### src/rtl/regfile_sequencer.sv
// Moore instruction sequencer for the 8 x 16-bit register file datapath.
// Define REGSEQ_ILLEGAL_TRAP_EN to trap illegal opcodes in a HALT state (err=1).
module regfile_sequencer #(
    parameter int DATA_W = 16
) (
    input  logic              clk,
    input  logic              reset_n,
    input  logic              s,
    input  logic [15:0]       instr,
    output logic              w,
    output logic              err,
    output logic [2:0]        readnum,
    output logic [2:0]        writenum,
    output logic              write,
    output logic              loada,
    output logic              loadb,
    output logic              loadc,
    output logic              loads,
    output logic              asel,
    output logic              bsel,
    output logic [1:0]        vsel,
    output logic [1:0]        shift,
    output logic [1:0]        aluop,
    output logic [DATA_W-1:0] sximm8
);

    typedef enum logic [2:0] {
        S_WAIT,
        S_DECODE,
        S_WR_IMM,
        S_GET_A,
        S_GET_B,
        S_ALU,
`ifdef REGSEQ_ILLEGAL_TRAP_EN
        S_WR_REG,
        S_HALT
`else
        S_WR_REG
`endif
    } state_t;

    state_t      state_q;
    state_t      state_d;
    logic [15:0] ir_q;

    logic [2:0] opcode;
    logic [1:0] op;
    logic [2:0] rn;
    logic [2:0] rd;
    logic [2:0] rm;
    logic       is_mov_imm;
    logic       is_mov_reg;
    logic       is_alu;
    logic       is_cmp;
    logic       is_mvn;

    assign opcode = ir_q[15:13];
    assign op     = ir_q[12:11];
    assign rn     = ir_q[10:8];
    assign rd     = ir_q[7:5];
    assign rm     = ir_q[2:0];

    assign is_mov_imm = (opcode == 3'b110) && (op == 2'b10);
    assign is_mov_reg = (opcode == 3'b110) && (op == 2'b00);
    assign is_alu     = (opcode == 3'b101);
    assign is_cmp     = is_alu && (op == 2'b01);
    assign is_mvn     = is_alu && (op == 2'b11);

    // Datapath fields ride directly on the latched instruction.
    assign shift  = ir_q[4:3];
    assign aluop  = op;
    assign sximm8 = {{(DATA_W-8){ir_q[7]}}, ir_q[7:0]};

    always_ff @(posedge clk or negedge reset_n) begin
        if (!reset_n) begin
            state_q <= S_WAIT;
            ir_q    <= '0;
        end else begin
            state_q <= state_d;
            if (state_q == S_WAIT && s) begin
                ir_q <= instr;
            end
        end
    end

    always_comb begin
        state_d = state_q;
        case (state_q)
            S_WAIT: begin
                if (s) state_d = S_DECODE;
            end
            S_DECODE: begin
                if (is_mov_imm)      state_d = S_WR_IMM;
                else if (is_mov_reg) state_d = S_GET_B;
                else if (is_alu)     state_d = S_GET_A;
`ifdef REGSEQ_ILLEGAL_TRAP_EN
                else                 state_d = S_HALT;
`else
                else                 state_d = S_WAIT;
`endif
            end
            S_WR_IMM: state_d = S_WAIT;
            S_GET_A:  state_d = S_GET_B;
            S_GET_B:  state_d = S_ALU;
            S_ALU:    state_d = is_cmp ? S_WAIT : S_WR_REG;
            S_WR_REG: state_d = S_WAIT;
`ifdef REGSEQ_ILLEGAL_TRAP_EN
            S_HALT:   state_d = S_HALT;
`endif
            default:  state_d = S_WAIT;
        endcase
    end

    // Outputs are a pure function of state and IR, so reset kills write at once.
    always_comb begin
        w        = 1'b0;
        err      = 1'b0;
        readnum  = 3'd0;
        writenum = 3'd0;
        write    = 1'b0;
        loada    = 1'b0;
        loadb    = 1'b0;
        loadc    = 1'b0;
        loads    = 1'b0;
        asel     = 1'b0;
        bsel     = 1'b0;
        vsel     = 2'b00;
        case (state_q)
            S_WAIT: w = 1'b1;
            S_WR_IMM: begin
                writenum = rn;
                vsel     = 2'b10;
                write    = 1'b1;
            end
            S_GET_A: begin
                readnum = rn;
                loada   = 1'b1;
            end
            S_GET_B: begin
                readnum = rm;
                loadb   = 1'b1;
            end
            S_ALU: begin
                loadc = !is_cmp;
                loads = is_cmp;
                asel  = is_mov_reg || is_mvn;
            end
            S_WR_REG: begin
                writenum = rd;
                vsel     = 2'b00;
                write    = 1'b1;
            end
`ifdef REGSEQ_ILLEGAL_TRAP_EN
            S_HALT: err = 1'b1;
`endif
            default: ;
        endcase
    end

endmodule
### config.mk
export PLATFORM = sky130hd
export DESIGN_NAME = regfile_sequencer
export DESIGN_NICKNAME = d
export VERILOG_FILES = /design/src/rtl/regfile_sequencer.sv
export SDC_FILE = /design/constraint.sdc
export NUM_CORES = 1
export LEC_CHECK = 0
export CORE_MARGIN = 3
export CORE_UTILIZATION = 40
export DETAILED_ROUTE_END_ITERATION = 10
export GPL_TIMING_DRIVEN = 0
export PLACE_DENSITY = 0.81
export SETUP_SLACK_MARGIN = 0.4
export SLEW_MARGIN = 40
export SYNTH_ARGS = -nofsm -noshare
export SYNTH_HDL_FRONTEND = slang
export SYNTH_SLANG_ARGS = --single-unit
### constraint.sdc
create_clock -name clk -period 1.8 [get_ports clk]
set_clock_uncertainty 0.15 [all_clocks]
set_input_delay 0.18 -clock clk [delete_from_list [all_inputs] [get_ports clk]]
set_output_delay 0.18 -clock clk [all_outputs]
set_load 0.01 [all_outputs]
# Word level (Yosys, flattened, before mapping)
# Cells that the tools add are included.
# classes
eq_ne	12
n_mux	16
reduce_logical	10
# op_table
cell	count
3-bit equality test (second input constant)	5
3-bit case mux with 5 select lines	1
3-bit 2-to-1 mux	4
3-bit case mux with 2 select lines	2
1-bit 2-to-1 mux	7
3-bit by 2-bit equality test with 1-bit output (second input constant)	2
1-bit logical AND	5
2-bit equality test (second input constant)	2
2-bit 2-to-1 mux	2
3-bit by 1-bit equality test with 1-bit output (second input constant)	1
3-bit logical NOT	1
2-bit by 1-bit equality test with 1-bit output (second input constant)	1
2-bit logical NOT	1
2-bit inequality test (second input constant)	1
2-bit OR reduction	1
1-bit logical NOT	1
1-bit logical OR	1
# totals
register_bits	19
in_bits	19
output_inout_bits	37

# Longest topological paths before layout
# Gate-level depths: netlist of the first run.
# depth
ltp_word	5
depth_mapped	6

# Worst setup path before layout of the first run
# No wires, ideal clock.
# synth_path
path_type	register to register
start	reg state_q[0]
end	reg ir_q[0]
setup_time_ns	0.125
arrival_time_ns	1.422
t_required_ns	1.525
path_slack_ns	0.103
path_stages_with_launch	7
path_buffers	3
cell_sequence	dfrtp_1 -> buf_4 -> nor3_2 -> and2_4 -> buf_6 -> buf_12 -> mux2_4
# synth_via
elab_chain_len	2
# synth_lines
item	line_no	text
from (decl)	42	state_t state_q;
from (signal assigned)	79	state_q <= state_d;
3-bit logical NOT	80	if (state_q == S_WAIT && s) begin
1-bit logical AND	80	
to (signal assigned)	81	ir_q <= instr;
to (decl)	44	logic [15:0] ir_q;
# No other way between the ends.
# A chain may end at the register's enable or synchronous reset.

# Final worst setup path of the first run
# layout_path
start	reg ir_q[14]
end	out loads
# layout_via
elab_chain_len	3
# layout_lines
item	line_no	text
3-bit equality test	65	assign is_alu = (opcode == 3'b101);
1-bit logical AND	66	assign is_cmp = is_alu && (op == 2'b01);
1-bit 2-to-1 mux	128	case (state_q)
to (decl)	18	output logic loads,
# No other way between the ends.

==> flow_summary.ini, run 1 <==
[status]
outcome = finished with violations
violations = setup timing

[grt]
grt_remaining_overflow = 0
grt_pass1_wl_mm = 5.39
antenna_found_initial = 0
grt_max_degree = 20
first_global_vias = 1096
grt_usage = 0.208

[final_layout]
nFillCells = 116
area.growth.synth_to_final_pct = 97.7
nets = 221
drive_gt1_frac = 0.706
fin_area_um2 = 2300
antenna_cells = 0
post-route-util = 0.880

[logic_synthesis]
syn_area_per_cell_um2 = 11.6
synthCells = 100
ys_types = 30
syn_area_um2 = 1160
yosysWarnings = 0
ys_seq_area_frac = 0.409
synth-seq-cells = 19

[sta]
fmax_ghz = 0.523
fin_ws_ns = -0.112
setup_viol = 6
hold_violations = 0
final.min_clock_period_ns = 1.91
period_share = 1.06
maxSlewViolCount = 0
rsz0062_at_grt = yes

[worst_setup_path]
crit_family = simple AND/OR/NAND/NOR gates
crit_buf_inv = 1
critical_path_arrival_ns = 1.58
endpoint_kind = output pin
start_kind = flop
path_common_cell = and3b_2
max_stage_delay_ns = 0.43
critPathMaxFanout = 3
ff2ff_path_depth = 7
reg2reg_slack_ns = 0.02
cp_data_required_time_ns = 1.47
regToRegEndpoint = ir_q[2]$_DFFE_PN0P_
cp_cell_sequence = and3b_2 > and3b_2 > nor2b_1 > buf_2
critical_path_class = reg -> out
cpMaxStageDelayCell = dfrtp_1
rr_startpoint = state_q[0]$_DFFE_PN0P_

[clock_tree]
cts-buffers-inserted = 3
clkTransAtPathRegs_ns = 0.12
clock_sinks = 19
cts_tree = built
clk_latency_ns = 0.30
htree_levels = 1
cts-root-buf = clkbuf_4
cts_max_path_buffers = 2

[drt]
drc = 0
final_antenna_net_count = 0
totalWireLength_mm = 4.52
dr.first_iter.drc_count = 37
viasPerCell = 5.10
drtPass1Iterations = 4
wire_per_inst_um = 19.5
vias = 1178

[power_and_ir_drop]
p_leak_nw = 1.14
power.density_nw_per_um2 = 1890
vdd_drop_max_mv = 1.66

[hold_path]
hp-class = in -> async

[placement]
finalWeightedCongestion = 0.716
hpwlAfterDp_mm = 2.14
post-place-ws_ns = -0.321
port_buffers = 52
placed_cell_area_um2 = 1750

[die]
rows = 18
die_w_um = 59.9
die-area_um2 = 3590
core_um2 = 2610
die_h_um = 59.9
initial_utilization = 0.445
ios = 56

[job]
maxCapViolCount = 0
==> layout by cell type (no fill, tap or decap), types with 2 or more instances in the layout <==
| cell | instances |
|---|---|
| a22o_1 | 3 |
| and3b_2 | 2 |
| buf_12 | 2 |
| buf_2 | 10 |
| buf_4 | 29 |
| buf_6 | 57 |
| clkbuf_2 | 6 |
| clkbuf_4 | 3 |
| clkdlybuf4s50_1 | 17 |
| conb_1 | 3 |
| dfrtp_1 | 14 |
| dfrtp_2 | 5 |
| mux2_4 | 16 |
| mux2i_1 | 2 |
| nand3b_1 | 2 |
| nor2_1 | 4 |
| nor2_4 | 2 |
| nor2b_1 | 2 |
==> cells in the mapped netlist <==
master	count	area, um^2
buf_4	24	180
dfrtp_1	19	475
mux2_4	10	150
nor2_1	7	26.3
mux2_2	6	67.6
a22o_1	3	26.3
and3b_1	3	26.3
mux2i_1	3	30.0
a21oi_1	2	10.0
nand3b_1	2	15.0
nor2b_1	2	12.5
a311oi_1	1	8.76
and2_4	1	8.76
buf_12	1	20.0
buf_2	1	5.00
buf_6	1	11.3
clkbuf_1	1	3.75
conb_1	1	3.75
inv_1	1	3.75
nand2b_1	1	6.26
nand3_1	1	5.00
nand4_1	1	6.26
nor3_1	1	5.00
nor3_2	1	10.0
nor3b_1	1	7.51
nor4bb_1	1	10.0
o211ai_1	1	7.51
o21ai_0	1	5.00
o21bai_1	1	7.51
or2b_1	1	7.51
==> cell type report <==
type                            count  area [um^2]  area share
Buffer                             28          295       0.128
Multi-Input combinational cell     54          564       0.246
Sequential cell                    19          482       0.210
Inverter                            1         3.75     0.00163
Timing Repair Buffer               95          890       0.387
Tap cell                           30         37.5      0.0163
Clock buffer                        4         26.3      0.0114
==> cells by family (layout without fill, tap and decap cells) <==
| logic type | after synthesis | after routing | synth area share |
|---|---|---|---|
| flops | 19 | 19 | 0.409 |
| simple gates | 23 | 23 | 0.126 |
| buf+inv | 29 | 128 | 0.193 |
| mux | 19 | 19 | 0.213 |
| other cells | 1 | 3 | 0.00323 |
| compound gates | 9 | 9 | 0.0560 |
==> sequential cells by signal (all words and copies together) (netlist names) <==
name	cells
state_q	3
ir_q	16
==> routing by layer <==
layer	vias to the layer above	GRT usage	wire length (um)
met5	-	0	0
met4	0	0.0823	148
met3	18	0.0454	405
met2	76	0.367	2240
met1	566	0.241	1720
li1	518	-	-
==> power by group <==
group          switching [W]  internal, W
logic                0.00116      0.00204
registers           0.000256     0.000654
clock network       0.000139    0.0000863
total                0.00155      0.00278
==> what timing repair did <==
action / 4_1_cts / 5_1_grt
pin swaps: 7 / 6
setup endpoints to repair: 51 / 52
buffers inserted: 33 / 8
cloned: 0 / 1
hold buffers: 1 / 0
resized for setup: 115 / 96
hold endpoints to repair: 19 / 0
==> how the worst max path moves through the flow <==
stage | start | end | cells after the start
after floorplan | state_q[0]$_DFFE_PN0P_ | readnum[0] | 3
after global placement | state_q[0]$_DFFE_PN0P_ | readnum[0] | 4
after detailed placement | state_q[0]$_DFFE_PN0P_ | readnum[1] | 4
after CTS | state_q[0]$_DFFE_PN0P_ | readnum[1] | 5
after global routing | ir_q[14]$_DFFE_PN0P_ | loads | 4
final | ir_q[14]$_DFFE_PN0P_ | loads | 4
==> per-stage QoR <==
step           std cells  hold WS, ns  total power [W]  TNS, ns
2_1_floorplan        102       -0.266          0.00202        0
3_3_place_gp         184        0.360          0.00284    -1.37
3_5_place_dp         184     -0.00991          0.00290    -1.46
4_1_cts              222        0.199          0.00366        0
5_1_grt              231        0.238          0.00453    -1.01
6_report             231        0.191          0.00434   -0.242
Power figures use the tool's default switching activity.
==> inputs of run 2 (changes only) <==
--- a/config.mk
+++ b/config.mk
@@ -11,7 +11,6 @@
 export GPL_TIMING_DRIVEN = 0
 export PLACE_DENSITY = 0.81
 export SETUP_SLACK_MARGIN = 0.4
-export SLEW_MARGIN = 40
 export SYNTH_ARGS = -nofsm -noshare
 export SYNTH_HDL_FRONTEND = slang
 export SYNTH_SLANG_ARGS = --single-unit
==> constraint.sdc (replaced) <==
create_clock -name clk -period 1.8 [get_ports clk]
set_clock_uncertainty 0.15 [all_clocks]
set_input_delay 0.36 -clock clk [delete_from_list [all_inputs] [get_ports clk]]
set_output_delay 0.36 -clock clk [all_outputs]
set_load 0.01 [all_outputs]
==> run 2 against run 1 <==
Effect of this change: the flow finishes with violations (hold timing, setup timing); first-iteration DRC count rose to 2.7 times the previous value; final cell count grew 3.0%; global-route usage is 5.9 points higher; fmax is 7.1% lower; count of clock-buffer cells in the layout is 1 lower; die area did not move; sequential power about the same; hold slack got worse by 0.20 ns; clock power increased by 9.8%; combinational power is 16% higher; critical endpoint unchanged; largest cell class unchanged.
==> flow_summary.ini, run 2 (synthesis gave the netlist of run 1 again) <==
[sta]
maxSlewViolCount = 0
tightest_slew_ns = 0.915
timing.setup.tns_ns = -4.97
fin_ws_ns = -0.258
period_share = 1.14
hold_violations = 11
holdWs_ns = -0.00517
rsz0062_at_grt = yes
setup_viol = 33
final.min_clock_period_ns = 2.06
fmax_ghz = 0.486
relSlewSlack = 0.389

[die]
die_w_um = 59.9
ios = 56
initial_utilization = 0.445
die-area_um2 = 3590
core_um2 = 2610
rows = 18
die_h_um = 59.9

[placement]
port_buffers = 52
hpwlAfterDp_mm = 2.19
post-place-ws_ns = -0.326
finalWeightedCongestion = 0.755

[power_and_ir_drop]
power.total_w = 0.00486
vdd_drop_max_mv = 1.65
p_leak_nw = 1.21
power.density_nw_per_um2 = 1980

[status]
outcome = finished with violations
violations = hold timing, setup timing

[final_layout]
mostFrequentLayoutCells = buf_6 (68), buf_4 (30), clkdlybuf4s50_1 (17), mux2_4 (16), dfrtp_1 (14)
largest_reg_flops = 16
antenna_cells = 0
area.growth.synth_to_final_pct = 111
nets = 228
final_common_cell = buf_6
drive_gt1_frac = 0.740
top_register = ir_q
top_regs = ir_q (16), state_q (3)
post-route-util = 0.939

[drt]
dr.first_iter.drc_count = 99
met2_length_mm = 2.87
final_antenna_net_count = 0
viasPerCell = 5.32
dr_wl_met3_um = 447
vias = 1265
totalWireLength_mm = 5.57
wl_met1_mm = 1.96
wire_per_inst_um = 23.4
drtPass1Iterations = 4
drc = 0
dr.max_layer_used = met4

[worst_setup_path]
cp_cell_sequence = buf_6 > buf_4 > nand3b_1 > buf_6 > nor2b_4 > buf_6
critical_path_class = reg -> out
crit_family = buffers and inverters
cp_data_required_time_ns = 1.29
max_stage_delay_ns = 0.37
endpoint_kind = output pin
path_common_cell = buf_6
start_kind = flop
critical_path_arrival_ns = 1.55
critPathMaxFanout = 4
crit_buf_inv = 4
cpMaxStageDelayCell = dfrtp_1

[clock_tree]
cts-root-buf = clkbuf_4
htree_levels = 1
clock_sinks = 19
cts_tree = built
cts_max_path_buffers = 2
clkTransAtPathRegs_ns = 0.14
cts_hold_buf = 0
cts-buffers-inserted = 3
clk_latency_ns = 0.32

[grt]
first_global_vias = 1281
grt_max_degree = 20
grt_remaining_overflow = 0
antenna_found_initial = 0
grt_pass1_wl_mm = 6.88
grt_usage = 0.266

[job]
maxCapViolCount = 0

[hold_path]
hp-class = in -> async
[run 2: final cells by class]
type	instances	area [um^2]
plain buffers	28	319
clock buffers	3	22.5
clock inverters	1	5.00
fillers	78	160
inverters	1	3.75
multi-input cells	54	577
flip-flops and latches	19	482
well taps	30	37.5
repair buffers	102	1010
[run 2: per-stage QoR]
step / hold WS, ns / instance area, um^2 / cells
global route: 0.0298 / 2450 / 238
floorplan: -0.0856 / 1240 / 102
global placement: 0.358 / 1800 / 184
finish: -0.00517 / 2450 / 238
CTS: 0.397 / 2280 / 225
detailed placement: 0.364 / 1800 / 184
[run 2: path summary, 6_finish.rpt]
check	from	endpoint	slack [ns]	cells after the start
setup / recovery	state_q[0]$_DFFE_PN0P_	loads	-0.26	6
hold / removal	reset_n	ir_q[4]$_DFFE_PN0P_	-0.005	1
setup reg to reg	state_q[0]$_DFFE_PN0P_	ir_q[1]$_DFFE_PN0P_	-0.20	9
hold reg to reg	state_q[1]$_DFFE_PN0P_	state_q[0]$_DFFE_PN0P_	0.41	1
max in group asynchronous	reset_n	state_q[2]$_DFFE_PN0P_	0.88	1
min in group clk	state_q[1]$_DFFE_PN0P_	state_q[0]$_DFFE_PN0P_	0.41	1
[run 2: metal layers]
metal	vias to the layer above	track usage
li1	535	-
met1	614	0.317
met2	92	0.472
met3	24	0.0540
met4	0	0.0886
met5	-	0
[run 2: timing repair]
| item | in CTS | in global routing |
|---|---|---|
| pin swaps | 7 | 10 |
| resized for setup | 197 | 19 |
| hold endpoints to repair | 0 | 0 |
| gates cloned | 1 | 0 |
| buffers inserted | 36 | 13 |
| setup endpoints to repair | 51 | 55 |
[run 2: power by group]
| part | switching [W] | total [W] | internal, W |
|---|---|---|---|
| Combinational | 0.00135 | 0.00370 | 0.00235 |
| Sequential | 0.000255 | 0.000908 | 0.000653 |
| Clock | 0.000163 | 0.000247 | 0.0000831 |
